--- src/rtl/core_pkg.sv ---
// Shared types and constants for the hazard / forwarding logic of the 5-stage core.
package core_pkg;

    // Operand-mux select codes driven into the EX stage.
    localparam logic [1:0] FWD_RF    = 2'b00;
    localparam logic [1:0] FWD_WB    = 2'b01;
    localparam logic [1:0] FWD_EXMEM = 2'b10;
    localparam logic [1:0] FWD_WBR   = 2'b11;

    // Register indices are carried at a fixed width so the stage structs can live
    // here; the top zero-extends its REG_ADDR_W-wide ports (REG_ADDR_W <= RA_MAX).
    localparam int RA_MAX = 8;
    typedef logic [RA_MAX-1:0] reg_idx_t;

    typedef enum logic [1:0] {
        RUN      = 2'd0,
        LU_STALL = 2'd1,
        MEM_WAIT = 2'd2
    } hz_state_t;

    // Destination info tracked for MEM, WB and WB+1.
    typedef struct packed {
        logic     valid;
        reg_idx_t rd;
        logic     we;
    } stage_t;

    // Full instruction info tracked for EX.
    typedef struct packed {
        logic     valid;
        reg_idx_t rs1;
        reg_idx_t rs2;
        logic     use1;
        logic     use2;
        reg_idx_t rd;
        logic     we;
        logic     mr;
    } ex_stage_t;

    // A stage writes r when it holds a real register-writing instruction to r (x0 never counts).
    function automatic logic writes_reg(input stage_t s, input reg_idx_t r);
        return s.valid && s.we && (s.rd == r) && (r != '0);
    endfunction

endpackage

--- src/rtl/hazard_forward_unit_fwd_select.sv ---
// Priority match of one EX source register against the MEM, WB and WB+1 writers.
module fwd_select
    import core_pkg::*;
(
    input  reg_idx_t   src,
    input  logic       use_src,
    input  stage_t     mem_st,
    input  stage_t     wb_st,
    input  stage_t     wbr_st,
    output logic [1:0] sel
);

    // Youngest writer wins: MEM, then WB, then WB+1, else the register file.
    always_comb begin
        sel = FWD_RF;
        if (use_src) begin
            if (writes_reg(mem_st, src)) begin
                sel = FWD_EXMEM;
            end else if (writes_reg(wb_st, src)) begin
                sel = FWD_WB;
            end else if (writes_reg(wbr_st, src)) begin
                sel = FWD_WBR;
            end
        end
    end

endmodule

--- src/rtl/hazard_forward_unit.sv ---
// Operand-forwarding selects plus load-use / memory-wait stall control for the 5-stage core.
//
// state    | meaning
// ---------+-------------------------------------------------------------
// RUN      | normal flow; flush squashes, load-use requests a 1-cycle stall
// LU_STALL | bubble is in EX, load has moved on; no stall outputs
// MEM_WAIT | data memory busy; whole pipeline and shadows frozen
module hazard_forward_unit
    import core_pkg::*;
#(
    parameter int REG_ADDR_W = 5,
    parameter int CNT_W      = 32
) (
    input  logic                  clk,
    input  logic                  resetn,
    input  logic                  id_valid,
    input  logic [REG_ADDR_W-1:0] id_rs1,
    input  logic [REG_ADDR_W-1:0] id_rs2,
    input  logic                  id_use_rs1,
    input  logic                  id_use_rs2,
    input  logic [REG_ADDR_W-1:0] id_rd,
    input  logic                  id_reg_write,
    input  logic                  id_mem_read,
    input  logic                  flush,
    input  logic                  mem_stall,
    output logic [1:0]            forward_A,
    output logic [1:0]            forward_B,
    output logic                  stall_if_id,
    output logic                  bubble_id_ex,
    output logic                  freeze,
    output logic [CNT_W-1:0]      stall_count
);

    hz_state_t state, state_next;
    ex_stage_t ex_st, ex_next;
    stage_t    mem_st, wb_st, wbr_st;
    reg_idx_t  rs1_x, rs2_x, rd_x;
    logic      load_use;

    assign rs1_x = reg_idx_t'(id_rs1);
    assign rs2_x = reg_idx_t'(id_rs2);
    assign rd_x  = reg_idx_t'(id_rd);

    // Load in EX whose destination the ID instruction actually reads.
    always_comb begin
        load_use = id_valid && ex_st.valid && ex_st.mr && (ex_st.rd != '0) &&
                   ((id_use_rs1 && (rs1_x == ex_st.rd)) ||
                    (id_use_rs2 && (rs2_x == ex_st.rd)));
    end

    // Next-state and stall/bubble/freeze decode; mem_stall beats flush beats load-use.
    always_comb begin
        state_next   = state;
        stall_if_id  = 1'b0;
        bubble_id_ex = 1'b0;
        freeze       = 1'b0;
        unique case (state)
            RUN: begin
                if (mem_stall) begin
                    state_next = MEM_WAIT;
                end else if (flush) begin
                    bubble_id_ex = 1'b1;
                end else if (load_use) begin
                    stall_if_id  = 1'b1;
                    bubble_id_ex = 1'b1;
                    state_next   = LU_STALL;
                end
            end
            LU_STALL: begin
                state_next = mem_stall ? MEM_WAIT : RUN;
            end
            MEM_WAIT: begin
                freeze = 1'b1;
                if (!mem_stall) begin
                    state_next = RUN;
                end
            end
            default: begin
                state_next = RUN;
            end
        endcase
    end

    // State register.
    always_ff @(posedge clk) begin
        if (!resetn) begin
            state <= RUN;
        end else begin
            state <= state_next;
        end
    end

    // What EX captures on an advancing edge: the ID instruction, or an empty slot.
    always_comb begin
        ex_next = '0;
        if (id_valid && !bubble_id_ex) begin
            ex_next.valid = 1'b1;
            ex_next.rs1   = rs1_x;
            ex_next.rs2   = rs2_x;
            ex_next.use1  = id_use_rs1;
            ex_next.use2  = id_use_rs2;
            ex_next.rd    = rd_x;
            ex_next.we    = id_reg_write;
            ex_next.mr    = id_mem_read;
        end
    end

    // Shadow pipeline ID->EX->MEM->WB->WBR; holds while frozen.
    always_ff @(posedge clk) begin
        if (!resetn) begin
            ex_st  <= '0;
            mem_st <= '0;
            wb_st  <= '0;
            wbr_st <= '0;
        end else if (!freeze) begin
            ex_st        <= ex_next;
            mem_st.valid <= ex_st.valid;
            mem_st.rd    <= ex_st.rd;
            mem_st.we    <= ex_st.we;
            wb_st        <= mem_st;
            wbr_st       <= wb_st;
        end
    end

    // Saturating count of cycles in which the front end or whole pipe is held.
    always_ff @(posedge clk) begin
        if (!resetn) begin
            stall_count <= '0;
        end else if ((stall_if_id || freeze) && (stall_count != '1)) begin
            stall_count <= stall_count + CNT_W'(1);
        end
    end

    fwd_select u_fwd_a (
        .src     (ex_st.rs1),
        .use_src (ex_st.valid && ex_st.use1),
        .mem_st  (mem_st),
        .wb_st   (wb_st),
        .wbr_st  (wbr_st),
        .sel     (forward_A)
    );

    fwd_select u_fwd_b (
        .src     (ex_st.rs2),
        .use_src (ex_st.valid && ex_st.use2),
        .mem_st  (mem_st),
        .wb_st   (wb_st),
        .wbr_st  (wbr_st),
        .sel     (forward_B)
    );

endmodule
--- config.mk ---
export PLATFORM = sky130hd
export DESIGN_NAME = hazard_forward_unit
export DESIGN_NICKNAME = d
export VERILOG_FILES = /design/src/rtl/core_pkg.sv /design/src/rtl/hazard_forward_unit_fwd_select.sv /design/src/rtl/hazard_forward_unit.sv
export SDC_FILE = /design/constraint.sdc
export NUM_CORES = 1
export LEC_CHECK = 0
export BUFFER_PORTS_ARGS = -buffer_cell sky130_fd_sc_hd__buf_2
export CORE_MARGIN = 1.5
export CORE_UTILIZATION = 40
export CTS_BUF_LIST = sky130_fd_sc_hd__clkbuf_4 sky130_fd_sc_hd__clkbuf_8
export DETAILED_ROUTE_END_ITERATION = 10
export PLACE_DENSITY = 0.64
export SYNTH_ARGS = -nofsm -noshare
export SYNTH_HDL_FRONTEND = slang
export SYNTH_HIERARCHICAL = 1
export SYNTH_SLANG_ARGS = --single-unit
--- constraint.sdc ---
create_clock -name clk -period 2.5 [get_ports clk]
set_input_delay 0.125 -clock clk [delete_from_list [all_inputs] [get_ports clk]]
set_output_delay 0.125 -clock clk [all_outputs]
set_load 0.01 [all_outputs]
==> impl_metrics.yaml <==
floorplanning:
  initial_core_util_pct: 41.42
  rows: 36
  pin_count: 63
  core_area_sq_um: 9774
  dieArea_sq_um: 10740
  die_h_um: 103.6
  die_w_um: 103.6
worst_setup_path:
  worstPathArrival_ns: 2.29
  crit_slowest_cell: "or4_4"
  start_kind: "flip-flop"
  timing.rr.start: "state[0]"
  startpoint: "ex_st[12]"
  worstPathRequired_ns: 2.38
  slowest_delay_ns: 0.52
  crit_fanout: 5
  worstSetupEndpointType: "primary output"
  cp_cell_sequence: "or4_4 > nor2_4 > nand4b_1 > or4b_4 > a21boi_2 > buf_2"
  crit_type: "flip-flop to primary output"
yosys:
  synth.area.top_cells: "dfxtp_1, xnor2_1, nand2_1"
  synth_top_cell_area_share_pct: 37.08
  synth_edf_count: 0
  synth_cell_types: 60
  synth_area_sq_um: 4049
  syn_area_per_cell_sq_um: 8.689
  synth_top_area_cell: "dfxtp_1"
  ys_seq_elements: 75
  synth.yosys.seq_area_share_pct: 37.08
  yosys_warnings: 6
  syn_inst: 466
  ys_async_sr_fraction_pct: 0
  dominantRegCellSynth: "dfxtp_1"
layout:
  fin_area_sq_um: 4972
  num_antenna_cells: 0
  drive_gt1_share_pct: 20.93
  nNetsFinal: 603
  fill_cells: 977
  utilization_pct: 50.87
  layout_common_cells: "dfxtp_1, nand2_1, buf_2, conb_1, a21oi_1"
  mostFrequentLayoutCell: "dfxtp_1"
  syn_to_final_growth_pct: 22.81
sta:
  fin_crit_ns: 2.416
  relSlewSlack_pct: 59.99
  fin_skew_ns: 0.01723
  hold_viol: 0
  worst_pin_slew_ns: 0.6001
  finalCritPeriodShare_pct: 96.65
  rsz0062_at_grt: "yes"
  fmax_mhz: 413.9
  setup_violations: 0
  slew_violations: 0
pwr:
  p_sw_w: 0.0007060
  p_leak_nw: 1.963
  clkPwrFrac_pct: 40.5
  vdd_drop_max_uv: 224.3
  power_density_nw_per_um2: 506.3
  seqPwrFrac_pct: 49.3
  power_frac_comb_pct: 10.1
  internal_power_w: 0.001811
  switching_share_pct: 28.05
clocking:
  cts_max_path_buffers: 2
  cts_tree: "built"
  cts-root-buf: "clkbuf_8"
  cts_max_level: 3
  path_clk_slew_ns: 0.10
  clock_sinks: 75
  cts-buffers-inserted: 9
  insertion_delay_ns: 0.36
drt:
  first_pass_iters: 4
  wl_um: 10120
  ant_nets: 0
  viasPerCell: 5.207
  route.detailed.drc: 0
  vias: 3728
  wire_per_inst_um: 14.14
  first_iter_violations: 146
global_route:
  grt_pass1_wl_um: 17020
  grt_pass1_vias: 3597
  antenna_found_initial: 0
  grt_usage_pct: 19.39
  grt_max_degree: 37
  grt-ovfl-total: 0
placement:
  dpl.hpwl_um: 7415
  place_congestion: 0.8370
  placed_area_sq_um: 4633
  io_buffers: 62
worst_hold_path:
  worstHoldStart: "id_use_rs1"
  min_path_type: "primary input to flip-flop"
status:
  status: "finished clean"
job:
  drv_cap: 0
-- synthesized netlist by cell type (4+ instances only) --
| library cell | number |
|---|---|
| nand3_1 | 10 |
| or4_1 | 18 |
| or3_1 | 7 |
| o21ai_0 | 7 |
| o31ai_1 | 13 |
| nor2_1 | 26 |
| nand2_1 | 63 |
| inv_1 | 14 |
| nor4_2 | 5 |
| o211ai_1 | 5 |
| xnor2_1 | 35 |
| mux2i_1 | 5 |
| nand2b_1 | 6 |
| nand4_1 | 14 |
| xor2_1 | 22 |
| a22oi_1 | 12 |
| nor3_1 | 6 |
| buf_6 | 4 |
| dfxtp_1 | 75 |
| a22o_1 | 7 |
| a21oi_1 | 41 |
| and3_1 | 6 |
| clkbuf_1 | 13 |
-- cell families (layout without fill, tap and decap cells) --
group | after synthesis | after routing | synth area share (%)
adder cells (fa/ha/maj) | 1 | 1 | 0.3090
XOR/XNOR | 57 | 57 | 12.33
multiplexers | 5 | 5 | 1.236
buffers and inverters | 34 | 110 | 3.924
AND/OR/NAND/NOR | 188 | 188 | 26.98
other | 1 | 42 | 0.09262
AO/OA/AOI/OAI | 105 | 105 | 18.05
flip-flops | 75 | 75 | 37.08
-- routing by layer --
metal | wire (um) | track usage, % | part of all wire (%)
met5 | 0 | 0 | 0
met3 | 398 | 3.147 | 3.9
met2 | 4966 | 32.67 | 49
met1 | 4497 | 23.90 | 44
met4 | 259 | 9.921 | 2.6
-- what timing repair did --
| action | CTS | global route |
|---|---|---|
| resized for setup | 2 | 13 |
| buffers inserted | 0 | 2 |
| pin swaps | 0 | 4 |
| hold endpoints to repair | 7 | 0 |
| hold buffers | 7 | 0 |
| setup endpoints to repair | 2 | 3 |
-- layout make-up --
type,count,area [sq um],share of cell area [%]
Timing Repair Buffer,78,447.9,9.009
Clock buffer,9,123.9,2.491
Sequential cell,75,1516,30.50
Multi-Input combinational cell,398,2564,51.56
Inverter,16,60.06,1.208
Tap cell,133,166.4,3.347
Clock inverter,7,93.84,1.887
-- registers in the layout, summed over array words and instances, names as in the netlist --
name / cells
ex_st: 20
mem_st: 7
stall_count: 32
state: 2
wb_st: 7
wbr_st: 7
-- stage by stage --
stage	worst slack, ns	power [W]	cells	setup TNS, ns	hold WS [ns]
2_1_floorplan	0.5259	0.001440	507	0	0.2422
3_3_place_gp	0.3604	0.001503	691	0	0.3354
3_5_place_dp	0.2694	0.001508	691	0	0.3443
4_1_cts	0.008968	0.002543	714	0	0.007498
5_1_grt	-0.01958	0.002634	716	-0.01958	0.02706
6_report	0.08386	0.002517	716	0	0.02455
-- power groups by stage --
stage                     Combinational, W  Sequential [W]  Clock [W]
after floorplan                   0.000177         0.00126          0
after global placement            0.000233         0.00127          0
after detailed placement          0.000237         0.00127          0
after CTS                         0.000248         0.00124    0.00105
after global routing              0.000285         0.00125    0.00110
final                             0.000255         0.00124    0.00102
-- final timing paths --
kind,slack (ns),end,cells after the start
worst max-delay path,0.08,forward_B[1],6
worst min-delay path,0.02,ex_st[11],3
worst max register to register,0.28,state[0],6
worst min register to register,0.47,mem_st[0],2
-- critical path, delay by kind of cell (launching register included) --
family | cells | cell delay [ns]
buffers and inverters | 1 | 0.13
AOI/OAI and AO/OA | 1 | 0.12
and+or+nand+nor | 4 | 1.30
DFF | 1 | 0.38
(Power assumes the default switching activity.)
